$ cat src/rtl/dual_core_mailbox_pkg.sv
// Shared definitions for the dual-core mailbox: window base, register
// offsets, STATUS bit layout and a helper that packs the STATUS word.
package dual_core_mailbox_pkg;

  // Base of the mailbox window as seen by the top-level decoder and firmware.
  localparam logic [31:0] MBOX_BASE   = 32'h2000_0000;

  // Byte offsets of the per-side registers within the window.
  localparam logic [3:0]  MBOX_TX     = 4'h0;
  localparam logic [3:0]  MBOX_RX     = 4'h4;
  localparam logic [3:0]  MBOX_STATUS = 4'h8;
  localparam logic [3:0]  MBOX_RSVD   = 4'hC;

  // Register select decoded from address bits [3:2].
  typedef enum logic [1:0] {
    REG_TX     = MBOX_TX[3:2],
    REG_RX     = MBOX_RX[3:2],
    REG_STATUS = MBOX_STATUS[3:2],
    REG_RSVD   = MBOX_RSVD[3:2]
  } reg_sel_e;

  // STATUS bit positions and count field placement.
  localparam int ST_RX_NONEMPTY  = 0;
  localparam int ST_TX_FULL      = 1;
  localparam int ST_OVERFLOW     = 2;
  localparam int ST_UNDERFLOW    = 3;
  localparam int ST_RX_COUNT_LSB = 8;
  localparam int ST_TX_COUNT_LSB = 16;
  localparam int ST_COUNT_W      = 8;

  function automatic reg_sel_e reg_sel(input logic [3:0] addr);
    return reg_sel_e'(addr[3:2]);
  endfunction

  function automatic logic [31:0] status_word(
    input logic                  rx_nonempty,
    input logic                  tx_full,
    input logic                  overflow,
    input logic                  underflow,
    input logic [ST_COUNT_W-1:0] rx_count,
    input logic [ST_COUNT_W-1:0] tx_count
  );
    logic [31:0] w;
    w                                   = '0;
    w[ST_RX_NONEMPTY]                   = rx_nonempty;
    w[ST_TX_FULL]                       = tx_full;
    w[ST_OVERFLOW]                      = overflow;
    w[ST_UNDERFLOW]                     = underflow;
    w[ST_RX_COUNT_LSB +: ST_COUNT_W]    = rx_count;
    w[ST_TX_COUNT_LSB +: ST_COUNT_W]    = tx_count;
    return w;
  endfunction

endpackage

$ cat src/rtl/dual_core_mailbox_if.sv
// Native memory-bus slice for one core's mailbox window.
// The irq signal exists only when MAILBOX_IRQ_EN is defined.
interface dual_core_mailbox_if;
  logic        valid;
  logic [3:0]  addr;
  logic [31:0] wdata;
  logic [3:0]  wstrb;
  logic        ready;
  logic [31:0] rdata;
`ifdef MAILBOX_IRQ_EN
  logic        irq;

  modport master (output valid, addr, wdata, wstrb, input ready, rdata, irq);
  modport slave  (input valid, addr, wdata, wstrb, output ready, rdata, irq);
`else
  modport master (output valid, addr, wdata, wstrb, input ready, rdata);
  modport slave  (input valid, addr, wdata, wstrb, output ready, rdata);
`endif
endinterface

$ cat src/rtl/dual_core_mailbox_fifo.sv
// 32-bit synchronous FIFO for one mailbox direction. Push to a full FIFO
// and pop from an empty FIFO are ignored; the caller flags them.
module dual_core_mailbox_fifo #(
  parameter int DEPTH = 8
) (
  input  logic                   clk,
  input  logic                   resetn,
  input  logic                   push,
  input  logic                   pop,
  input  logic [31:0]            wdata,
  output logic [31:0]            head,
  output logic [$clog2(DEPTH):0] count,
  output logic                   full,
  output logic                   empty
);
  localparam int AW = $clog2(DEPTH);
  localparam int CW = AW + 1;

  logic [31:0]   mem [DEPTH];
  logic [AW-1:0] wr_ptr;
  logic [AW-1:0] rd_ptr;
  logic          do_push;
  logic          do_pop;

  assign full    = (count == CW'(DEPTH));
  assign empty   = (count == '0);
  assign do_push = push && !full;
  assign do_pop  = pop && !empty;
  assign head    = mem[rd_ptr];

  // Storage write.
  // NOTE: the data array has no reset; emptiness is tracked by count, so
  // clearing the pointers and count is enough and keeps this a plain RAM.
  always_ff @(posedge clk) begin
    if (do_push) mem[wr_ptr] <= wdata;
  end

  // Pointers and occupancy; pointers wrap naturally since DEPTH is 2^AW.
  // NOTE: state registers use non-blocking assignment so every flop samples
  // pre-edge values regardless of block ordering.
  always_ff @(posedge clk or negedge resetn) begin
    if (!resetn) begin
      wr_ptr <= '0;
      rd_ptr <= '0;
      count  <= '0;
    end else begin
      if (do_push) wr_ptr <= wr_ptr + 1'b1;
      if (do_pop)  rd_ptr <= rd_ptr + 1'b1;
      count <= count + CW'(do_push) - CW'(do_pop);
    end
  end
endmodule

$ cat src/rtl/dual_core_mailbox.sv
// Mailbox between two PicoRV32 cores: one FIFO per direction, a STATUS
// register per side, registered valid/ready response (1-cycle latency).
// Optional: define MAILBOX_IRQ_EN to add per-side rx_nonempty irq outputs.
module dual_core_mailbox
  import dual_core_mailbox_pkg::*;
#(
  parameter int DEPTH = 8
) (
  input logic                 clk,
  input logic                 resetn,
  dual_core_mailbox_if.slave  a,
  dual_core_mailbox_if.slave  b
);
  localparam int CW = $clog2(DEPTH) + 1;

  // served holds off re-acceptance until the core drops valid.
  logic          a_served, b_served;
  logic          a_accept, b_accept;
  logic          a_write, b_write;
  reg_sel_e      a_sel, b_sel;
  logic          ab_push, ab_pop, ba_push, ba_pop;
  logic [31:0]   ab_head, ba_head;
  logic [CW-1:0] ab_count, ba_count;
  logic          ab_full, ab_empty, ba_full, ba_empty;
  logic          a_ovf, a_unf, b_ovf, b_unf;
  logic [31:0]   a_status, b_status;
  logic [31:0]   a_rdata_next, b_rdata_next;
  logic          unused_addr_lsbs;

  assign unused_addr_lsbs = &{1'b0, a.addr[1:0], b.addr[1:0]};

  assign a_accept = a.valid && !a_served;
  assign b_accept = b.valid && !b_served;
  assign a_write  = |a.wstrb;
  assign b_write  = |b.wstrb;
  assign a_sel    = reg_sel(a.addr);
  assign b_sel    = reg_sel(b.addr);

  assign ab_push  = a_accept &&  a_write && (a_sel == REG_TX);
  assign ba_pop   = a_accept && !a_write && (a_sel == REG_RX);
  assign ba_push  = b_accept &&  b_write && (b_sel == REG_TX);
  assign ab_pop   = b_accept && !b_write && (b_sel == REG_RX);

  dual_core_mailbox_fifo #(.DEPTH(DEPTH)) u_fifo_ab (
    .clk(clk), .resetn(resetn), .push(ab_push), .pop(ab_pop), .wdata(a.wdata),
    .head(ab_head), .count(ab_count), .full(ab_full), .empty(ab_empty)
  );

  dual_core_mailbox_fifo #(.DEPTH(DEPTH)) u_fifo_ba (
    .clk(clk), .resetn(resetn), .push(ba_push), .pop(ba_pop), .wdata(b.wdata),
    .head(ba_head), .count(ba_count), .full(ba_full), .empty(ba_empty)
  );

  assign a_status = status_word(!ba_empty, ab_full, a_ovf, a_unf,
                                ST_COUNT_W'(ba_count), ST_COUNT_W'(ab_count));
  assign b_status = status_word(!ab_empty, ba_full, b_ovf, b_unf,
                                ST_COUNT_W'(ab_count), ST_COUNT_W'(ba_count));

  // Read data for the access being accepted; writes and empty pops read 0.
  // NOTE: every output gets a default first so no path infers a latch.
  always_comb begin
    a_rdata_next = '0;
    b_rdata_next = '0;
    if (!a_write) begin
      case (a_sel)
        REG_RX:     if (!ba_empty) a_rdata_next = ba_head;
        REG_STATUS: a_rdata_next = a_status;
        default:    a_rdata_next = '0;
      endcase
    end
    if (!b_write) begin
      case (b_sel)
        REG_RX:     if (!ab_empty) b_rdata_next = ab_head;
        REG_STATUS: b_rdata_next = b_status;
        default:    b_rdata_next = '0;
      endcase
    end
  end

  // Sticky error flags: set on dropped push / empty pop, cleared by STATUS write.
  always_ff @(posedge clk or negedge resetn) begin
    if (!resetn) begin
      a_ovf <= 1'b0;
      a_unf <= 1'b0;
      b_ovf <= 1'b0;
      b_unf <= 1'b0;
    end else begin
      if (ab_push && ab_full) a_ovf <= 1'b0 | 1'b1;
      else if (a_accept && a_write && a_sel == REG_STATUS && a.wdata[ST_OVERFLOW]) a_ovf <= 1'b0;
      if (ba_pop && ba_empty) a_unf <= 1'b1;
      else if (a_accept && a_write && a_sel == REG_STATUS && a.wdata[ST_UNDERFLOW]) a_unf <= 1'b0;
      if (ba_push && ba_full) b_ovf <= 1'b1;
      else if (b_accept && b_write && b_sel == REG_STATUS && b.wdata[ST_OVERFLOW]) b_ovf <= 1'b0;
      if (ab_pop && ab_empty) b_unf <= 1'b1;
      else if (b_accept && b_write && b_sel == REG_STATUS && b.wdata[ST_UNDERFLOW]) b_unf <= 1'b0;
    end
  end

  // Bus responders: one-cycle ready pulse with registered read data.
  always_ff @(posedge clk or negedge resetn) begin
    if (!resetn) begin
      a.ready  <= 1'b0;
      a.rdata  <= '0;
      a_served <= 1'b0;
      b.ready  <= 1'b0;
      b.rdata  <= '0;
      b_served <= 1'b0;
    end else begin
      a.ready  <= a_accept;
      b.ready  <= b_accept;
      if (a_accept) a.rdata <= a_rdata_next;
      if (b_accept) b.rdata <= b_rdata_next;
      a_served <= a_accept || (a_served && a.valid);
      b_served <= b_accept || (b_served && b.valid);
    end
  end

`ifdef MAILBOX_IRQ_EN
  // Level irq per side, following rx_nonempty one cycle after the FIFO update.
  always_ff @(posedge clk or negedge resetn) begin
    if (!resetn) begin
      a.irq <= 1'b0;
      b.irq <= 1'b0;
    end else begin
      a.irq <= !ba_empty;
      b.irq <= !ab_empty;
    end
  end
`endif
endmodule

$ cat src/flat_wrapper.sv
// flat-port wrapper written by rule: the top's interface ports become plain ports
module dual_core_mailbox_flat import dual_core_mailbox_pkg::*;
#(
  parameter int DEPTH = 8
)
  (clk, resetn, a_valid, a_addr, a_wdata, a_wstrb, a_ready, a_rdata, b_valid, b_addr, b_wdata, b_wstrb, b_ready, b_rdata);
  dual_core_mailbox_if a_i ();
  dual_core_mailbox_if b_i ();
  input logic clk;
  input logic resetn;
  input wire logic [$bits(a_i.valid)-1:0] a_valid;
  input wire logic [$bits(a_i.addr)-1:0] a_addr;
  input wire logic [$bits(a_i.wdata)-1:0] a_wdata;
  input wire logic [$bits(a_i.wstrb)-1:0] a_wstrb;
  output wire logic [$bits(a_i.ready)-1:0] a_ready;
  output wire logic [$bits(a_i.rdata)-1:0] a_rdata;
  input wire logic [$bits(b_i.valid)-1:0] b_valid;
  input wire logic [$bits(b_i.addr)-1:0] b_addr;
  input wire logic [$bits(b_i.wdata)-1:0] b_wdata;
  input wire logic [$bits(b_i.wstrb)-1:0] b_wstrb;
  output wire logic [$bits(b_i.ready)-1:0] b_ready;
  output wire logic [$bits(b_i.rdata)-1:0] b_rdata;
  assign a_i.valid = a_valid;
  assign a_i.addr = a_addr;
  assign a_i.wdata = a_wdata;
  assign a_i.wstrb = a_wstrb;
  assign a_ready = a_i.ready;
  assign a_rdata = a_i.rdata;
  assign b_i.valid = b_valid;
  assign b_i.addr = b_addr;
  assign b_i.wdata = b_wdata;
  assign b_i.wstrb = b_wstrb;
  assign b_ready = b_i.ready;
  assign b_rdata = b_i.rdata;
  dual_core_mailbox #(.DEPTH(DEPTH)) u_core (.clk(clk), .resetn(resetn), .a(a_i), .b(b_i));
endmodule
$ cat config.mk
export PLATFORM = sky130hd
export DESIGN_NAME = dual_core_mailbox_flat
export DESIGN_NICKNAME = d
export VERILOG_FILES = /design/src/rtl/dual_core_mailbox_pkg.sv /design/src/rtl/dual_core_mailbox_if.sv /design/src/rtl/dual_core_mailbox_fifo.sv /design/src/rtl/dual_core_mailbox.sv /design/src/flat_wrapper.sv
export SDC_FILE = /design/constraint.sdc
export NUM_CORES = 1
export LEC_CHECK = 0
export CORE_MARGIN = 10
export CORE_UTILIZATION = 53
export CTS_CLUSTER_SIZE = 16
export DETAILED_ROUTE_END_ITERATION = 8
export PLACE_DENSITY = 0.75
export SLEW_MARGIN = 40
export SYNTH_ARGS = -nofsm -noshare
export SYNTH_HDL_FRONTEND = slang
export SYNTH_SLANG_ARGS = --single-unit
$ cat constraint.sdc
create_clock -name clk -period 4.36 [get_ports clk]
set_input_delay 0.436 -clock clk [delete_from_list [all_inputs] [get_ports clk]]
set_output_delay 0.436 -clock clk [all_outputs]
set_load 0.05 [all_outputs]
==> out/results.ini <==
[outcome]
status = complete, no violations

[sta]
rsz0062_at_grt = no
hold_viol = 0
fin_skew_ps = 17.2
tns_ps = 0
finalSetupViolations = 0
maxSlewHeadroom_pct = 44.6
tightest_slew_ps = 830
finalCriticalPeriod_ps = 2950
slew_violations = 0
fin_crit_sh_pct = 67.7
whs_ps = 305
fmax_ghz = 0.339

[global_routing]
antenna_found_initial = 3
grt_max_degree = 71
grt-ovfl-total = 0
grt_usage_pct = 18.9
grt_first_pass_wirelength_mm = 76.6
grt_pass1_vias = 12800

[worst_setup_path]
cp_max_fo = 16
crit_required_ps = 4660
critPathKind = reg -> reg
cp-start-kind = flip-flop
end_kind = flip-flop
worstPathArrival_ps = 3250

[placement]
hpwl_mm = 29.2
io_buffers = 145
placed_cell_area_um2 = 25700
place_congestion = 0.775

[logic_synthesis]
post-synth-top-area-cell = edfxtp_1
synth_fp_nets = 1389
avgSynthCellArea_um2 = 18.3
yosysWarnings = 0
synth_seq_cells = 604
synth_flop_cell = edfxtp_1
synthTopCellsByArea = edfxtp_1, dfrtp_1, mux2i_1
ys_types = 47
ys_seq_area_share_pct = 75.5
yosysTopAreaCellShare_pct = 65.7
postSynthCellCount = 1281
async_flop_share_pct = 15.2
synth_edf_count = 512
syn_area_um2 = 23400

[cells_and_area]
seq_area_um2 = 17700
nets = 1560
syn_to_final_growth_pct = 17.9
multi_input_area_um2 = 5470
nFillCells = 2988
drive_gt1_share_pct = 15.3
diodes = 0
finish.utilization_pct = 63.6
fin_area_um2 = 27600

[route]
vias_per_cell = 5.84
first_iter_violations = 912
vias = 12200
drt-total-wl_mm = 50.5
drcViolationCount = 0
ant_nets = 0
wl_per_cell_um = 24.2
first_pass_iters = 5

[power_and_ir_drop]
p_per_area_nw_per_um2 = 457
p_leak_uw = 0.00920
vdd_drop_max_mv = 0.386

[clocking]
cts_sinks = 604
cts_buffer_depth = 3
cts_tree = yes
cts_setup_buffers = 0
clk_pin_slew_ps = 60
cts_resized = 0
cts.htree.levels = 2
clock-root-buffer = clkbuf_16
clk_latency_ps = 610
cts_buffers = 58

[die]
core_um2 = 43400
die_area_um2 = 53000
die_y_um = 230
row_count = 76
ios = 150
start_util_pct = 54.0
die_w_um = 230

[worst_hold_path]
min_path_type = in -> reg

[job]
cap_violations = 0

state kept, by name, indices dropped and copies added, names as in the netlist, 3 cells and up:
name	count
u_core.u_fifo_ba.count	4
u_core.b.rdata	32
u_core.u_fifo_ba.rd_ptr	3
u_core.u_fifo_ab.count	4
u_core.u_fifo_ba.mem	256
u_core.u_fifo_ab.wr_ptr	3
u_core.u_fifo_ab.mem	256
u_core.a.rdata	32
u_core.u_fifo_ba.wr_ptr	3
u_core.u_fifo_ab.rd_ptr	3
cell usage after synthesis (7+ instances only):
cell      number
a22oi_1       87
buf_2         25
clkbuf_1      34
dfrtp_1       92
edfxtp_1     512
ha_1          22
inv_1         26
mux2i_1      177
mux4_2        52
nand2_1       98
nand2b_1       7
nor2_1        17
o21ai_0       29
o21ai_2       19
o221ai_1      11
timing repair:
action	CTS	global route
endpoints found under the hold margin	52	0
setup endpoints to repair	0	0
hold buffers	1	0
cell type report:
cell class                 count  share of cell area, %
sequential                   604                   64.1
multi-input combinational    584                   19.8
timing repair buffer         178                   6.36
clock buffer                  90                   6.10
tap                          585                   2.65
clock inverter                18                  0.599
inverter                      26                  0.354
metrics by stage:
| stage | worst slack (ps) | std cells | power (µW) |
|---|---|---|---|
| after floorplan | 302 | 1281 | 7420 |
| after global placement | 1100 | 1975 | 7850 |
| after detailed placement | 1040 | 1976 | 7900 |
| after CTS | 1370 | 2085 | 12700 |
| after global routing | 1300 | 2085 | 13000 |
| final | 1410 | 2085 | 12600 |
worst max-delay path, cell delays in order, from the launching register on:
cell	delay, ps
dfrtp_1	410
inv_1	150
ha_1	240
or3b_2	210
nor4b_2	250
buf_4	210
nand2b_1	240
nor2_4	600
buf_4	330
cells in the final DEF, fill, tap and decap left out, types with 6 or more instances in the layout:
master and n:
o21ai_0 29, a22oi_1 87, nand2b_1 7, mux2i_1 177, clkbuf_16 59, edfxtp_1 512, o221ai_1 11, xnor2_1 6
o21ai_2 19, ha_1 22, clkdlybuf4s50_1 144, dfrtp_1 90, nand2_1 98, inv_1 26, mux4_2 52, buf_4 28
nor2_4 14, clkinv_2 10, nand3_1 6, clkbuf_8 9, clkbuf_1 22
where the power goes:
group          switching (µW)  internal [µW]
Combinational             653            496
Clock                    2050           2770
Sequential                188           6450
Total                    2890           9710
cell families after synthesis:
| family | Yosys count | synth area share [%] |
|---|---|---|
| flops | 604 | 75.5 |
| mux | 234 | 12.8 |
| compound gates | 160 | 5.02 |
| simple gates | 155 | 3.11 |
| buf+inv | 93 | 1.76 |
| fa+ha+maj | 24 | 1.35 |
| xor+xnor | 11 | 0.412 |
routing by layer:
metal | GRT usage, % | vias to the layer above | share of wire (%)
li1 | - | 5386 | -
met1 | 23.7 | 6324 | 40
met2 | 32.6 | 383 | 51
met3 | 3.84 | 80 | 6.0
met4 | 5.90 | 4 | 2.3
met5 | 0 | - | 0.051
final timing paths:
| path | start | to | slack, ps | cells after the start |
|---|---|---|---|---|
| worst max-delay path | u_core.u_fifo_ab.count[2] | u_core.u_fifo_ab.mem[4][7] | 1410 | 8 |
| worst min-delay path | b_valid | u_core.b_served | 300 | 1 |
| worst max register to register | u_core.u_fifo_ab.count[2] | u_core.u_fifo_ab.mem[4][7] | 1410 | 8 |
| worst min register to register | u_core.a.rdata[28] | u_core.a.rdata[28] | 470 | 2 |
| max in group asynchronous | resetn | u_core.u_fifo_ab.rd_ptr[0] | 2870 | 3 |
| min in group asynchronous | resetn | u_core.a.rdata[7] | 380 | 2 |
Power figures use the tool's default switching activity.
